<file path="src/rtl/vga_pattern_sequencer.sv">
// vga_pattern_sequencer: frame-synchronous VGA test-pattern controller.
// Cycles SOLID -> BARS -> CHECKER -> GRADIENT. The pattern changes only at a
// frame boundary, which is the falling edge of i_vs. A button press requests
// the change. When VGA_PATSEQ_AUTO_EN is defined, the pattern also advances
// every FRAMES_PER_PATTERN frames.
// The colour outputs are registered one cycle behind the coordinate inputs.
module vga_pattern_sequencer #(
    parameter int FRAMES_PER_PATTERN = 120
) (
    input  logic       i_clk,
    input  logic       i_rst_n,
    input  logic [9:0] i_next_x,
    input  logic [9:0] i_next_y,
    input  logic       i_disp_en,
    input  logic       i_vs,
    input  logic       i_btn,
    output logic [3:0] o_red,
    output logic [3:0] o_green,
    output logic [3:0] o_blue,
    output logic [1:0] o_pattern,
    output logic       o_frame_tick
);

    typedef enum logic [1:0] {
        SOLID    = 2'd0,
        BARS     = 2'd1,
        CHECKER  = 2'd2,
        GRADIENT = 2'd3
    } pattern_t;

    pattern_t   pattern;
    logic       vs_q;
    logic       btn_s1;
    logic       btn_s2;
    logic       btn_s3;
    logic       pending;
    logic       frame_edge;
    logic       btn_rise;
    logic       advance;
    logic [2:0] bar;
    logic       checker_on;
    logic [3:0] red_d;
    logic [3:0] green_d;
    logic [3:0] blue_d;
    logic       unused_bits;

    assign frame_edge = vs_q & ~i_vs;
    assign btn_rise   = btn_s2 & ~btn_s3;
    assign bar        = i_next_x[8:6];
    assign checker_on = i_next_x[5] ^ i_next_y[5];
    assign o_pattern  = pattern;

`ifdef VGA_PATSEQ_AUTO_EN
    localparam logic [7:0] LAST_FRAME = 8'(FRAMES_PER_PATTERN - 1);

    logic [7:0] frame_count;

    assign advance     = pending | (frame_count == LAST_FRAME);
    assign unused_bits = ^{i_next_x[4:0], i_next_y[9], i_next_y[4:0]};

    // Count frames shown in the current pattern; any advance restarts the count
    always_ff @(posedge i_clk or negedge i_rst_n) begin
        if (!i_rst_n) begin
            frame_count <= 8'd0;
        end else if (frame_edge) begin
            if (advance) begin
                frame_count <= 8'd0;
            end else begin
                frame_count <= frame_count + 8'd1;
            end
        end
    end
`else
    assign advance     = pending;
    assign unused_bits = ^{i_next_x[4:0], i_next_y[9], i_next_y[4:0],
                           8'(FRAMES_PER_PATTERN)};
`endif

    // Delay vs by one cycle for edge detection; synchronize the button and keep its last value
    always_ff @(posedge i_clk or negedge i_rst_n) begin
        if (!i_rst_n) begin
            vs_q   <= 1'b1;
            btn_s1 <= 1'b0;
            btn_s2 <= 1'b0;
            btn_s3 <= 1'b0;
        end else begin
            vs_q   <= i_vs;
            btn_s1 <= i_btn;
            btn_s2 <= btn_s1;
            btn_s3 <= btn_s2;
        end
    end

    // Pattern state machine: advance only at a frame boundary.
    // A press arriving in the boundary cycle is held for the next frame.
    always_ff @(posedge i_clk or negedge i_rst_n) begin
        if (!i_rst_n) begin
            pattern      <= SOLID;
            pending      <= 1'b0;
            o_frame_tick <= 1'b0;
        end else begin
            o_frame_tick <= frame_edge;
            if (frame_edge) begin
                if (advance) begin
                    pattern <= pattern_t'(pattern + 2'd1);
                end
                pending <= btn_rise;
            end else if (btn_rise) begin
                pending <= 1'b1;
            end
        end
    end

    // Colour for the upcoming pixel from the registered pattern; blank outside active video
    always_comb begin
        red_d   = 4'h0;
        green_d = 4'h0;
        blue_d  = 4'h0;
        if (i_disp_en) begin
            case (pattern)
                SOLID: begin
                    red_d = 4'hF;
                end
                BARS: begin
                    red_d   = {4{bar[2]}};
                    green_d = {4{bar[1]}};
                    blue_d  = {4{bar[0]}};
                end
                CHECKER: begin
                    red_d   = {4{checker_on}};
                    green_d = {4{checker_on}};
                    blue_d  = {4{checker_on}};
                end
                GRADIENT: begin
                    red_d   = i_next_x[9:6];
                    green_d = i_next_y[8:5];
                end
                default: begin
                    red_d = 4'h0;
                end
            endcase
        end
    end

    // Register the colour outputs so they appear one clock after the coordinates
    always_ff @(posedge i_clk or negedge i_rst_n) begin
        if (!i_rst_n) begin
            o_red   <= 4'h0;
            o_green <= 4'h0;
            o_blue  <= 4'h0;
        end else begin
            o_red   <= red_d;
            o_green <= green_d;
            o_blue  <= blue_d;
        end
    end

endmodule

</file>
<file path="config.mk">
export PLATFORM = sky130hd
export DESIGN_NAME = vga_pattern_sequencer
export DESIGN_NICKNAME = d
export VERILOG_FILES = /design/src/rtl/vga_pattern_sequencer.sv
export SDC_FILE = /design/constraint.sdc
export NUM_CORES = 1
export LEC_CHECK = 0
export ABC_CLOCK_PERIOD_IN_PS = 2400
export CAP_MARGIN = 20
export CORE_MARGIN = 2
export CORE_UTILIZATION = 41
export CTS_BUF_LIST = sky130_fd_sc_hd__clkbuf_4
export DETAILED_ROUTE_END_ITERATION = 8
export PLACE_DENSITY_LB_ADDON = 0.15
export RECOVER_POWER = 100
export SLEW_MARGIN = 40
export SYNTH_ARGS = -nofsm -noshare
export SYNTH_HDL_FRONTEND = slang
export SYNTH_SLANG_ARGS = --single-unit
</file>
<file path="constraint.sdc">
create_clock -name i_clk -period 2.4 [get_ports i_clk]
set_input_delay 0.48 -clock i_clk [delete_from_list [all_inputs] [get_ports i_clk]]
set_output_delay 0.48 -clock i_clk [all_outputs]
set_load 0.1 [all_outputs]
</file>
# Yosys cells after proc, flatten, opt, wreduce, memory -nomap -nowiden
# Index checks and enable logic that the tools add are counted.
# totals
regBits,20
latchBits,0
ramBits,0
mem_bits_ro,0
out_inout_bits,15
memories,0
# classes
n_addsub,1
multipliers,0
div,0
order_cmp,0
n_eq_ne,3
shift,0
n_mux,8
bitwise_logic,5
reduce_logical,3
# ops
operator,n
$pmux 4 s4,1
$mux 4,3
$pmux 4 s3,1
$pmux 4 s2,1
$eq 2x2->1 const B,2
$add 2x1->2 const B,1
$and 1x1->1,2
$eq 2x1->1 const B,1
$logic_not 2->1,1
$mux 1,2
$not 1->1,2
$reduce_and 2->1,1
$reduce_bool 2->1,1
$xor 1x1->1,1

# Depth between registers and ports, before layout
# logic_depth
word_depth,4
depth_mapped,4
ltp_nobuf,4

# Worst setup path before layout
# No wires, ideal clock.
# synth_path
path_kind,reg2reg
startpoint,"register pattern[0], in the netlist o_pattern[0]"
endpoint,register o_red[0]
setup_ns,0.141
arrival_ns,1.765
required_time_ns,2.259
slack_ns,0.494
stages_incl_launch_ff,5
path_cell_list,dfrtp_1 inv_1 ha_1 a221oi_2 a21boi_0
# synth_via
elab_chain_cells,3
elab_cells_between_ends,6
# synth_lines
item,line_no,rtl
from (decl),31,pattern_t pattern;
from (signal assigned),105,pattern <= pattern_t'(pattern + 2'd1);
$eq 2x2->1 (tied with other cells),120,case (pattern)
$pmux 4 s4 (*),120,
$mux 4 (*),119,if (i_disp_en) begin
named net red_d[0],42,logic [3:0] red_d;
to (signal assigned),152,o_red <= red_d;
to (decl),17,"output logic [3:0] o_red,"
# The timed path passes the listed nets; every way through them passes the cells marked *.
# A chain may end at the register's enable or synchronous reset.

# Final worst setup path
# layout_path
startpoint,register o_green[1]
endpoint,output port o_green[1]
# layout_lines
item,line_no,rtl
from (decl),18,"output logic [3:0] o_green,"
from (signal assigned),153,o_green <= green_d;
# No word-level cell between the ends.

==> impl_metrics.csv <==
group,metric,value,unit
floorplanning,fp.dieH,45.2,um
worst_setup_path,cp-end-kind,"output port",
sta,slew_violations,0,
route,wirelength,1180,um
clock_tree,clockBufferDepth,2,
route,avgViaCountPerCell,4.91,
sta,setup_slack,0.450,ns
worst_setup_path,r2r_start,"o_pattern[0]",
route,post-route-drc-count,0,
route,ant_nets,0,
global_routing,grt-ovfl-total,0,
sta,fin_skew,0.00190,ns
floorplanning,die_width,45.2,um
run,cap_violations,0,
worst_setup_path,path_buf_inv,1,
cells_and_area,final_common_cell,"dfrtp_1",
placed_design,gp_congestion,0.698,
placed_design,dp_hpwl,948,um
worst_setup_path,rrSetupSlack,0.90,ns
logic_synthesis,synth_cell_type_count,17,
sta,hold_ws,0.267,ns
placed_design,numPortBuffers,28,
sta,fin_tns_setup,0,ns
floorplanning,coreArea,1540,um^2
global_routing,grt_max_degree,18,
cells_and_area,drive_gt1_share,22.1,%
logic_synthesis,seq_area_frac_synth,61.2,%
sta,hold_violations,0,
logic_synthesis,yosys_register_bits,17,
worst_setup_path,r2r_end,"o_red[3]",
cells_and_area,antenna_cells,0,
clock_tree,cts-resized-gates,0,
placed_design,numPlacedInstances,98,
global_routing,grt_pass1_wl,2080,um
logic_synthesis,yosysWarnings,0,
global_routing,grt.total_usage,14.7,%
outcome,status,"complete, no violations",
clock_tree,cts_root_buf,"clkbuf_4",
sta,maxSlewHeadroom,22.7,%
worst_setup_path,critPathSlowestCell,"clkbuf_1",
worst_setup_path,crit_chain,"clkbuf_1",
floorplanning,start_util,45.2,%
sta,rsz0062_at_grt,"no",
route,first_iter_violations,4,
worst_hold_path,min_path_type,"in2async",
clock_tree,cts_tree,"built",
global_routing,grt_pass1_vias,488,
cells_and_area,layout.cells.non_filler,102,
worst_setup_path,cp-startpoint,"o_green[1]",
logic_synthesis,syn_nets,87,
worst_setup_path,arrival,1.47,ns
clock_tree,clkLatencyLatePin,0.28,ns
placed_design,pre_cts_ws,0.669,ns
worst_setup_path,slowest_delay,0.86,ns
sta,clock.fmax,0.513,GHz
clock_tree,htree_levels,1,
floorplanning,die_area,2050,um^2
route,num_vias,501,
sta,worst_pin_slew,1.16,ns
route,firstDrtPassIters,4,
route,route.detailed.wl_per_inst,11.6,um
cells_and_area,areaGrowthSynthToFinish,33.6,%
clock_tree,post_cts_buffers,0,
clock_tree,clk_pin_slew_worst_paths,0.09,ns
cells_and_area,nNetsFinal,116,
worst_setup_path,cp_max_fo,1,
floorplanning,pin_count,40,
sta,min_period_over_period,81.3,%
floorplanning,num_rows,14,
clock_tree,cts_buffers,3,
sta,fin_crit,1.95,ns
worst_setup_path,worstSetupStartpointType,"flip-flop",
worst_setup_path,r2r_cells,4,
logic_synthesis,syn_inst,58,
worst_setup_path,required,1.92,ns
global_routing,antenna_found_initial,0,
worst_setup_path,crit_family,"buffers and inverters",
sta,setup_viol_count_final,0,
clock_tree,cts.sinks,17,
logic_synthesis,syn_avg_cell_area,12.0,um^2
worst_setup_path,critical_path_class,"reg2out",
logic_synthesis,syn-cell-area,697,um^2
cells_and_area,mostFrequentLayoutCells,"dfrtp_1 (16), nand2_1 (13), buf_4 (11)",
clock_tree,post_cts_hold_buffer_count,0,
-- per-layer routing --
layer	up-vias	track usage, %	wire length (um)
li1	243	-	-
met1	233	19.3	527
met2	23	21.4	532
met3	2	2.80	112
met4	0	10.6	10
met5	-	0	0
-- stage by stage --
step                cell area [um^2]  util [%]
floorplan                        697         -
detailed placement               933      60.6
global route                     931      60.4
CTS                              963      62.5
finish                           931      60.4
global placement                 933      60.6
-- final cells by class --
cell class              count  area [um^2]
clock buffers               4         30.0
fillers                   134          611
inverters                   4         15.0
multi-input cells          33          215
flip-flops and latches     17          427
well taps                  16         20.0
repair buffers             28          224
-- sequential cells by signal, indices dropped and copies added, names as in the netlist --
register	flops
o_green	4
o_red	4
o_pattern	2
advance	1
btn_s1	1
btn_s2	1
btn_s3	1
o_blue	1
o_frame_tick	1
vs_q	1
-- synth_stat cells --
| cell | count | share of area (%) |
|---|---|---|
| nand2_1 | 13 | 7.0 |
| ha_1 | 4 | 7.2 |
| dfrtp_1 | 16 | 57 |
| mux2_2 | 1 | 1.6 |
| nand2b_1 | 1 | 0.90 |
| buf_1 | 1 | 0.54 |
| a21boi_0 | 4 | 4.3 |
| xnor2_1 | 1 | 1.3 |
| o22ai_1 | 1 | 0.90 |
| buf_4 | 3 | 3.2 |
| dfstp_2 | 1 | 3.8 |
| a31oi_1 | 4 | 3.6 |
| xor2_1 | 1 | 1.3 |
| a221oi_2 | 1 | 2.2 |
| a21oi_1 | 1 | 0.72 |
| inv_1 | 4 | 2.2 |
| nor2b_4 | 1 | 2.0 |
-- how the worst max path moves through the flow --
| stage | endpoint | slack, ns | cells past startpoint |
|---|---|---|---|
| floorplan | o_red[0] | 0.49 | 4 |
| global placement | o_red[2] | 0.68 | 4 |
| detailed placement | o_red[2] | 0.67 | 4 |
| CTS | o_pattern[0] | 0.86 | 1 |
| global route | o_green[1] | 0.42 | 1 |
| finish | o_green[1] | 0.45 | 1 |
-- cells by family (layout without fill, tap and decap cells) --
family / count (synthesis) / after routing / share of synthesized area, %
buffers and inverters: 8 / 36 / 5.92
xor gates and xnor gates: 2 / 2 / 2.51
DFF: 17 / 17 / 61.2
and+or+nand+nor: 15 / 15 / 9.87
adders and majority gates: 4 / 4 / 7.18
muxes: 1 / 1 / 1.62
AOI/OAI and AO/OA: 11 / 11 / 11.7
Power is not shown: default switching activity piles up to over one toggle a cycle in this logic, so the estimate is an artifact.
